### src/rtl/gray_seq_pkg.sv
// Shared types, default parameters and Gray conversion helpers for the
// gray_seq_ctrl display sequencer.
package gray_seq_pkg;

  localparam int unsigned DEF_WIDTH = 4;
  localparam int unsigned DEF_DIV   = 50_000_000;

  typedef enum logic [1:0] {
    IDLE = 2'd0,
    RUN  = 2'd1,
    STEP = 2'd2
  } state_e;

  // Both helpers work on a 32-bit zero-extended value; callers truncate.
  function automatic logic [31:0] bin2gray(input logic [31:0] b);
    return b ^ (b >> 1);
  endfunction

  function automatic logic [31:0] gray2bin(input logic [31:0] g);
    logic [31:0] b;
    b[31] = g[31];
    for (int i = 30; i >= 0; i--) begin
      b[i] = b[i+1] ^ g[i];
    end
    return b;
  endfunction

endpackage

### src/rtl/gray_seq_ctrl_if.sv
// Link between the sequencer FSM and its prescaler: the controller enables
// and clears the divider, the divider returns a one-cycle tick.
interface gray_seq_ctrl_if;
  logic en;
  logic clr;
  logic tick;

  modport master (output en, output clr, input tick);
  modport slave  (input en, input clr, output tick);
endinterface

### src/rtl/gray_seq_tick.sv
// DIV-cycle prescaler with enable and synchronous clear; tick marks the
// last cycle of each DIV-cycle period while enabled.
module gray_seq_tick #(
  parameter int unsigned DIV = gray_seq_pkg::DEF_DIV
) (
  input  logic          clk,
  input  logic          rst_n,
  gray_seq_ctrl_if.slave tk
);

  localparam int unsigned CW = (DIV > 1) ? $clog2(DIV) : 1;
  localparam logic [CW-1:0] TERM = CW'(DIV - 1);

  logic [CW-1:0] cnt_q, cnt_d;
  logic          term;

  assign term    = (cnt_q == TERM);
  assign tk.tick = tk.en && term;

  always_comb begin
    cnt_d = cnt_q;
    if (tk.clr || !tk.en || term) begin
      cnt_d = '0;
    end else begin
      cnt_d = cnt_q + CW'(1);
    end
  end

  always_ff @(posedge clk or negedge rst_n) begin
    if (!rst_n) cnt_q <= '0;
    else        cnt_q <= cnt_d;
  end

endmodule

### src/rtl/gray_seq_ctrl.sv
// Binary counter sequencer feeding the Gray LED display: run/step/direction
// and parallel load. Define GRAY_SEQ_CHECK_EN to build the Gray consistency checker.
module gray_seq_ctrl
  import gray_seq_pkg::*;
#(
  parameter int unsigned WIDTH = DEF_WIDTH,
  parameter int unsigned DIV   = DEF_DIV
) (
  input  logic             clk,
  input  logic             rst_n,
  input  logic             run_sw,
  input  logic             dir_sw,
  input  logic             load_sw,
  input  logic             step_n,
  input  logic [WIDTH-1:0] load_val,
  output logic [WIDTH-1:0] bin_o,
  output logic [WIDTH-1:0] gray_o,
  output logic             wrap_o,
  output logic [1:0]       state_o,
  output logic             err_o
);

  localparam logic [WIDTH-1:0] ONE  = WIDTH'(1);
  localparam logic [WIDTH-1:0] MAXV = '1;

  // Two-flop synchronizers; load and step keep one extra flop for edge detect.
  logic run_m_q, run_s_q, dir_m_q, dir_s_q;
  logic load_m_q, load_s_q, load_l_q;
  logic step_m_q, step_s_q, step_l_q;
  logic load_p, step_p;

  always_ff @(posedge clk or negedge rst_n) begin
    if (!rst_n) begin
      run_m_q  <= 1'b0;
      run_s_q  <= 1'b0;
      dir_m_q  <= 1'b0;
      dir_s_q  <= 1'b0;
      load_m_q <= 1'b0;
      load_s_q <= 1'b0;
      load_l_q <= 1'b0;
      step_m_q <= 1'b1;
      step_s_q <= 1'b1;
      step_l_q <= 1'b1;
    end else begin
      run_m_q  <= run_sw;
      run_s_q  <= run_m_q;
      dir_m_q  <= dir_sw;
      dir_s_q  <= dir_m_q;
      load_m_q <= load_sw;
      load_s_q <= load_m_q;
      load_l_q <= load_s_q;
      step_m_q <= step_n;
      step_s_q <= step_m_q;
      step_l_q <= step_s_q;
    end
  end

  assign load_p = load_s_q & ~load_l_q;
  assign step_p = ~step_s_q & step_l_q;

  gray_seq_ctrl_if tk_if ();

  gray_seq_tick #(.DIV(DIV)) u_tick (
    .clk   (clk),
    .rst_n (rst_n),
    .tk    (tk_if.slave)
  );

  state_e           state_q, state_d;
  logic [WIDTH-1:0] bin_q, bin_d;
  logic [WIDTH-1:0] gray_q, gray_d;
  logic             wrap_q, wrap_d;
  logic             advance;

  // Prescaler runs only while RUN is held; a load restarts the period.
  assign tk_if.en  = (state_q == RUN) && run_s_q;
  assign tk_if.clr = load_p;

  always_comb begin
    state_d = state_q;
    advance = 1'b0;
    case (state_q)
      IDLE: begin
        if (run_s_q)     state_d = RUN;
        else if (step_p) state_d = STEP;
      end
      RUN: begin
        if (!run_s_q) state_d = IDLE;
        else          advance = tk_if.tick;
      end
      STEP: begin
        state_d = IDLE;
        advance = 1'b1;
      end
      default: state_d = IDLE;
    endcase
  end

  always_comb begin
    bin_d  = bin_q;
    wrap_d = 1'b0;
    if (load_p) begin
      bin_d = load_val;
    end else if (advance) begin
      if (dir_s_q) begin
        bin_d  = bin_q - ONE;
        wrap_d = (bin_q == '0);
      end else begin
        bin_d  = bin_q + ONE;
        wrap_d = (bin_q == MAXV);
      end
    end
    gray_d = WIDTH'(bin2gray(32'(bin_d)));
  end

  always_ff @(posedge clk or negedge rst_n) begin
    if (!rst_n) begin
      state_q <= IDLE;
      bin_q   <= '0;
      gray_q  <= '0;
      wrap_q  <= 1'b0;
    end else begin
      state_q <= state_d;
      bin_q   <= bin_d;
      gray_q  <= gray_d;
      wrap_q  <= wrap_d;
    end
  end

  assign bin_o   = bin_q;
  assign gray_o  = gray_q;
  assign wrap_o  = wrap_q;
  assign state_o = state_q;

`ifdef GRAY_SEQ_CHECK_EN
  // Decode the presented Gray value and compare it with the binary value it
  // was produced alongside, one cycle later.
  logic [WIDTH-1:0] dec_q, dec_d, bin_dly_q;
  logic             err_q, err_d;

  always_comb begin
    dec_d = WIDTH'(gray2bin(32'(gray_o)));
    err_d = err_q | (dec_q != bin_dly_q);
  end

  always_ff @(posedge clk or negedge rst_n) begin
    if (!rst_n) begin
      dec_q     <= '0;
      bin_dly_q <= '0;
      err_q     <= 1'b0;
    end else begin
      dec_q     <= dec_d;
      bin_dly_q <= bin_o;
      err_q     <= err_d;
    end
  end

  assign err_o = err_q;
`else
  assign err_o = 1'b0;
`endif

endmodule
### config.mk
export PLATFORM = sky130hd
export DESIGN_NAME = gray_seq_ctrl
export DESIGN_NICKNAME = d
export VERILOG_FILES = /design/src/rtl/gray_seq_pkg.sv /design/src/rtl/gray_seq_ctrl_if.sv /design/src/rtl/gray_seq_tick.sv /design/src/rtl/gray_seq_ctrl.sv
export SDC_FILE = /design/constraint.sdc
export NUM_CORES = 1
export LEC_CHECK = 0
export ABC_AREA = 1
export CAP_MARGIN = 25
export CORE_MARGIN = 4
export CORE_UTILIZATION = 60
export CTS_BUF_LIST = sky130_fd_sc_hd__clkbuf_16
export CTS_CLUSTER_DIAMETER = 80
export CTS_CLUSTER_SIZE = 10
export DETAILED_ROUTE_END_ITERATION = 8
export DONT_BUFFER_PORTS = 1
export GPL_TIMING_DRIVEN = 0
export PLACE_DENSITY_LB_ADDON = 0.2
export SETUP_SLACK_MARGIN = 0.5
export SYNTH_ARGS = -nofsm -noshare
export SYNTH_HDL_FRONTEND = slang
export SYNTH_HIERARCHICAL = 1
export SYNTH_SLANG_ARGS = --single-unit
### constraint.sdc
create_clock -name clk -period 2.7 [get_ports clk]
set_input_delay 0.81 -clock clk [delete_from_list [all_inputs] [get_ports clk]]
set_output_delay 0.81 -clock clk [all_outputs]
set_load 0.05 [all_outputs]
==> run_results.csv, run 1 <==
group,metric,value,unit
sta,period_share,77.3,%
setup_path,path_buf_inv,1,
global_route,grt_pass1_vias,2203,
placed_design,gp_congestion,0.898,
sta,worst_slew_pin_slew,612,ps
clock_network,cts.sinks,46,
setup_path,reg2reg_slack,660,ps
setup_path,crit_family,"flip-flops",
floorplanning,design.die.area,5460,um2
run,cap_violations,0,
sta,hold_violations,0,
global_route,grt_pass1_wl,9360,um
setup_path,worst-path-max-fanout,5,
setup_path,worstSetupStartpointType,"register",
routing,viasPerCell,5.30,
power_and_ir_drop,power_leakage,1.28,nW
clock_network,clkLatencyLatePin,290,ps
sta,clock_skew,4.60,ps
logic_synthesis,synth_nets,368,
placed_design,io_buffers,0,
logic_synthesis,avgSynthCellArea,7.45,um2
sta,fin_setup_tns,0,ps
power_and_ir_drop,pwr_density_cell,826,nW/um2
sta,rsz0062_at_grt,"true",
clock_network,cts_root_buf,"clkbuf_16",
floorplanning,rows,23,
cells_and_area,final_common_cell,"nand2_1",
sta,finalSetupViolations,0,
setup_path,cp_data_arrival_time,1280,ps
worst_hold_path,hold_path_class,"primary input to async pin",
setup_path,required,1890,ps
floorplanning,pin_count,22,
routing,drt-initial-drc-count,62,
routing,route.detailed.drc,0,
global_route,grt_max_degree,47,
routing,num_vias,2161,
sta,min_period,2090,ps
routing,wl_per_cell,13.3,um
sta,relSlewSlack,59.2,%
setup_path,path_cells,"buf_4",
run_status,run_status,"finished, final reports clean",
routing,wl,5430,um
setup_path,cpMaxStageDelayCell,"dfrtp_1",
cells_and_area,final_nets,375,
placed_design,dp_slack,562,ps
floorplanning,die_width,73.9,um
power_and_ir_drop,worst_ir_drop_vdd,0.310,mV
setup_path,worstSetupEndpointType,"output pin",
floorplanning,start_util,63.4,%
global_route,overflow,0,
clock_network,clk_pin_slew,60,ps
sta,fin_ws,612,ps
cells_and_area,num_antenna_cells,0,
logic_synthesis,syn_inst,350,
cells_and_area,drive_gt1_share,11.2,%
clock_network,cts_setup_buffers,0,
cells_and_area,layout_common_cells,"nand2_1 (101), nor2_1 (66), inv_1 (45), dfrtp_1 (39), nand3_1 (25)",
placed_design,dpl.hpwl,3890,um
setup_path,worstSetupPathType,"register to output pin",
setup_path,cp-startpoint,"bin_o[3]$_DFF_PN0_",
logic_synthesis,synth-seq-cells,46,
setup_path,critPathMaxStageDelay,690,ps
floorplanning,dieHeight,73.9,um
routing,drt_pre_antenna_iters,4,
setup_path,reg2reg_to,"gray_o[2]$_DFF_PN0_",
logic_synthesis,yosysWarningCount,6,
clock_network,cts_made_buffers,5,
routing,antenna_left,0,
global_route,grt_use_total,22.7,%
sta,max_freq,479,MHz
clock_network,cts_max_level,2,
clock_network,cts_buffer_depth,2,
clock_network,tritoncts,"done",
sta,final_max_slew_viol_count,0,
setup_path,rr_worst_depth,15,
logic_synthesis,ys_seq_area_share,44.3,%
logic_synthesis,synth.distinct_cells,30,
floorplanning,core_area,4120,um2
global_route,antenna_found_initial,0,
logic_synthesis,synth_area,2610,um2
cells_and_area,num-fill-cells,333,
setup_path,reg2reg_from,"state_o[1]$_DFFE_PN0P_",
cells_and_area,layout-area-overhead-vs-synth,9.12,%
==> routing by layer <==
| metal | wire (um) | global-route usage [%] | share of wire, % | vias up |
|---|---|---|---|---|
| met5 | 0 | 0 | 0 | - |
| met4 | 85 | 9.46 | 1.6 | 0 |
| met3 | 339 | 6.57 | 6.2 | 11 |
| met2 | 2700 | 40.4 | 50 | 59 |
| met1 | 2310 | 25.2 | 42 | 1014 |
| li1 | - | - | - | 1077 |
==> stage by stage <==
stage	cell area (um2)	hold slack [ps]	util, %	instances	power, W
2_1_floorplan	2610	331	-	350	0.00153
3_3_place_gp	2670	333	64.9	400	0.00163
3_5_place_dp	2670	343	64.9	400	0.00166
4_1_cts	2840	207	68.9	408	0.00236
5_1_grt	2850	198	69.1	408	0.00248
6_report	2850	213	69.1	408	0.00235
==> what timing repair did <==
item / 4_1_cts / 5_1_grt
hold buffers: 0 / 0
resized for setup: 0 / 6
endpoints found under the setup margin: 0 / 4
==> power breakdown <==
group	total (W)	internal [W]	switching (W)
clock network	0.000685	0.000433	0.000252
logic	0.000561	0.000192	0.000369
registers	0.00110	0.000772	0.000331
total	0.00235	0.00140	0.000952
==> how the worst max path moves through the flow <==
| stage | to | slack, ps | cells past startpoint |
|---|---|---|---|
| after floorplan | gray_o[2]$_DFF_PN0_ | 830 | 14 |
| after global placement | gray_o[1]$_DFF_PN0_ | 640 | 14 |
| after detailed placement | gray_o[2]$_DFF_PN0_ | 560 | 15 |
| after CTS | gray_o[1]$_DFF_PN0_ | 550 | 15 |
| after global routing | gray_o[2]$_DFF_PN0_ | 500 | 13 |
| final | gray_o[3] | 610 | 1 |
==> Yosys cell counts <==
master     n  area (um2)
a21oi_1    1        5.00
and2_1     1        6.26
buf_4      2        15.0
buf_6      2        22.5
conb_1     1        3.75
dfrtp_1   43        1080
dfstp_2    3        78.8
fa_1       1        20.0
ha_1       7        87.6
inv_1     45         169
inv_2      1        3.75
inv_4      1        6.26
nand2_1  101         379
nand2_2    4        25.0
nand3_1   25         125
nand3_2    2        20.0
nand4_1    6        37.5
nor2_1    68         255
nor2_2     7        43.8
nor2_4     1        11.3
nor3_1     2        10.0
nor4_1     1        6.26
o21ai_0    5        25.0
o21ai_2    1        8.76
o21ai_4    1        16.3
or2_0      1        6.26
or2_1      1        6.26
or2_2      1        6.26
xnor2_1    7        61.3
xor2_1     8        70.1
==> registers in the layout (all words and copies together) (netlist names) <==
name          cells
step_m_q          1
u_tick/cnt_q     26
run_s_q           1
dir_m_q           1
step_s_q          1
load_s_q          1
dir_s_q           1
bin_o             4
state_o           2
wrap_o            1
gray_o            3
run_m_q           1
load_l_q          1
step_l_q          1
load_m_q          1
==> cell families (layout without fill, tap and decap cells) <==
logic type / Yosys count / in the layout / share of synthesized area (%)
AO/OA/AOI/OAI: 8 / 8 / 2.11
XOR/XNOR: 15 / 15 / 5.04
adder cells (fa/ha/maj): 8 / 8 / 4.13
buffers and inverters: 51 / 59 / 8.30
flip-flops: 46 / 46 / 44.3
other: 1 / 1 / 0.144
AND/OR/NAND/NOR: 221 / 221 / 36.0
==> cell type report <==
| class | count | area, um2 | share of cell area [%] |
|---|---|---|---|
| inverter | 47 | 179 | 6.29 |
| multi-input combinational | 253 | 1240 | 43.6 |
| sequential | 46 | 1160 | 40.8 |
| buffer | 4 | 37.5 | 1.32 |
| clock inverter | 3 | 40.0 | 1.41 |
| tap | 50 | 62.6 | 2.20 |
| clock buffer | 5 | 125 | 4.40 |
Note: power is estimated with default switching activity, not from simulation.
==> inputs of run 2 (changes only) <==
Settings changed: CORE_UTILIZATION 60 to 57.
Clock period 2.7 ns to 1.7 ns, I/O delays scaled along.
==> run 2 against run 1 <==
The flow now finishes with violations (negative hold slack, negative setup slack). Non-clock buffer count up 21. Die area up 4.7%. Global-route usage up 0.96 points. Clock skew about the same. Design area up 13%. Sequential power up 64%. Routed wire length up 9.8%. Register-to-register slack worse by 860 ps. Hold slack worse by 300 ps. Flip-flop and latch count unchanged.
==> run_results.csv, run 2 (same netlist as run 1, synthesis figures left out) <==
group,metric,value,unit
run_status,run_status,"finished with violations",
run_status,violations,"negative hold slack, negative setup slack",
cells_and_area,multi_input_area,1430,um2
setup_path,cp-startpoint,"state_o[1]$_DFFE_PN0P_",
setup_path,worstSetupStartpointType,"register",
setup_path,critPathMaxStageDelay,530,ps
cells_and_area,layout_common_cells,"nand2_1 (94), nor2_1 (44), inv_1 (41), dfrtp_1 (33), nor2_2 (27)",
routing,num_vias,2280,
sta,final_max_slew_viol_count,0,
setup_path,cp_data_arrival_time,2080,ps
cells_and_area,final_common_cell,"nand2_1",
routing,drt-initial-drc-count,85,
clock_network,cts_root_buf,"clkbuf_16",
clock_network,cts.sinks,46,
routing,drt_pre_antenna_iters,5,
clock_network,clkLatencyLatePin,280,ps
clock_network,cts_buffer_depth,2,
global_route,antenna_found_initial,0,
routing,wl,5960,um
sta,fin_ws,-203,ps
clock_network,cts_made_buffers,5,
global_route,grt_use_total,23.7,%
routing,wl_per_cell,13.8,um
cells_and_area,layout-area-overhead-vs-synth,23.7,%
routing,antenna_left,0,
placed_design,io_buffers,0,
setup_path,path_cells,"inv_2 > ha_4 > nand2_2 > inv_2 > inv_2 > nor2_2 > nand3_2 > nand2_4 > buf_4 > nand3_4 > nand3_2 > o21ai_2 > buf_4",
sta,rsz0062_at_grt,"true",
cells_and_area,drive_gt1_share,28.8,%
setup_path,worstSetupEndpointType,"register",
global_route,grt_pass1_wl,10100,um
clock_network,clk_pin_slew,60,ps
setup_path,worst-path-max-fanout,5,
cells_and_area,largest_reg_flops,26,
setup_path,cp_common_cell,"inv_2",
power_and_ir_drop,power_leakage,1.42,nW
cells_and_area,finish.utilization,73.5,%
placed_design,dpl_cell_area,2720,um2
floorplanning,rows,24,
floorplanning,design.die.area,5720,um2
routing,route.detailed.drc,0,
sta,worst_hold_slack,-85.2,ps
sta,max_freq,526,MHz
cells_and_area,design_area,3220,um2
floorplanning,core_area,4380,um2
sta,finalSetupViolations,7,
floorplanning,die_width,75.6,um
setup_path,cpMaxStageDelayCell,"dfrtp_2",
global_route,grt_pass1_vias,2255,
sta,clock_skew,4.51,ps
placed_design,dpl.hpwl,3740,um
setup_path,worstSetupPathType,"register to register",
power_and_ir_drop,pwr_density_cell,1290,nW/um2
placed_design,gp_congestion,0.854,
setup_path,reg2reg_from,"state_o[1]$_DFFE_PN0P_",
run,cap_violations,0,
sta,hold_violations,43,
floorplanning,start_util,59.5,%
global_route,grt_max_degree,47,
cells_and_area,regMostFlops,"u_tick/cnt_q",
sta,period_share,112,%
clock_network,tritoncts,"done",
cells_and_area,seq_area,1170,um2
clock_network,cts_max_level,2,
cells_and_area,num_antenna_cells,0,
floorplanning,dieHeight,75.6,um
cells_and_area,num-fill-cells,317,
cells_and_area,final_nets,396,
sta,min_period,1900,ps
setup_path,required,1880,ps
power_and_ir_drop,worst_ir_drop_vdd,0.643,mV
routing,viasPerCell,5.29,
worst_hold_path,hold_path_class,"primary input to async pin",
floorplanning,pin_count,22,
global_route,overflow,0,
[run 2: area by class of cell]
cell class	instances	share of cell area [%]
clock buffers	5	3.88
inverters	47	5.63
clock inverters	3	1.24
plain buffers	4	1.40
repair buffers	21	5.24
multi-input cells	253	44.2
flip-flops and latches	46	36.4
well taps	52	2.02
[run 2: final timing paths]
check                                         end  slack, ps  cells after the start
hold reg to reg                 dir_s_q$_DFF_PN0_        350                      0
setup / recovery               bin_o[0]$_DFF_PN0_       -200                     13
setup reg to reg               bin_o[0]$_DFF_PN0_       -200                     13
hold / removal             state_o[0]$_DFFE_PN0P_        -90                      0
max in group asynchronous      step_m_q$_DFF_PN1_       1610                      0
min in group clk               step_m_q$_DFF_PN1_        220                      0
[run 2: what timing repair did]
action / CTS / global route
buffers inserted: 14 / 5
gates cloned: 2 / 0
endpoints found under the setup margin: 47 / 47
endpoints found under the hold margin: 43 / 43
resized for setup: 39 / 24
pin swaps: 15 / 2
[run 2: report_power, final]
group | switching (W) | internal, W | leakage, nW
sequential | 0.000557 | 0.00125 | 0.586
clock | 0.000392 | 0.000687 | 0.0836
combinational | 0.000742 | 0.000538 | 0.749
[run 2: critical path: cells and delay by family (launching register included)]
family	cells	cell delay, ps
adder cells (fa/ha/maj)	1	130
buffers and inverters	5	490
flip-flops	1	530
AO/OA/AOI/OAI	1	70
AND/OR/NAND/NOR	6	580
[run 2: layer usage]
| layer | wire (um) | vias to the layer above | part of all wire (%) | global-route usage, % |
|---|---|---|---|---|
| li1 | - | 1121 | - | - |
| met1 | 2470 | 1077 | 41 | 29.1 |
| met2 | 3010 | 65 | 50 | 40.7 |
| met3 | 285 | 17 | 4.8 | 3.56 |
| met4 | 204 | 0 | 3.4 | 11.3 |
| met5 | 0 | - | 0 | 0 |
[run 2: metrics by stage]
step           TNS (ps)  setup slack (ps)  hold WS [ps]  power (W)  instances
2_1_floorplan         0              6.69           214    0.00250        350
3_3_place_gp      -1330              -268           216    0.00266        402
3_5_place_dp      -1400              -270           216    0.00269        402
4_1_cts            -490              -135         -88.7    0.00398        426
5_1_grt           -2850              -331         -95.5    0.00443        431
6_report          -1050              -203         -85.2    0.00416        431
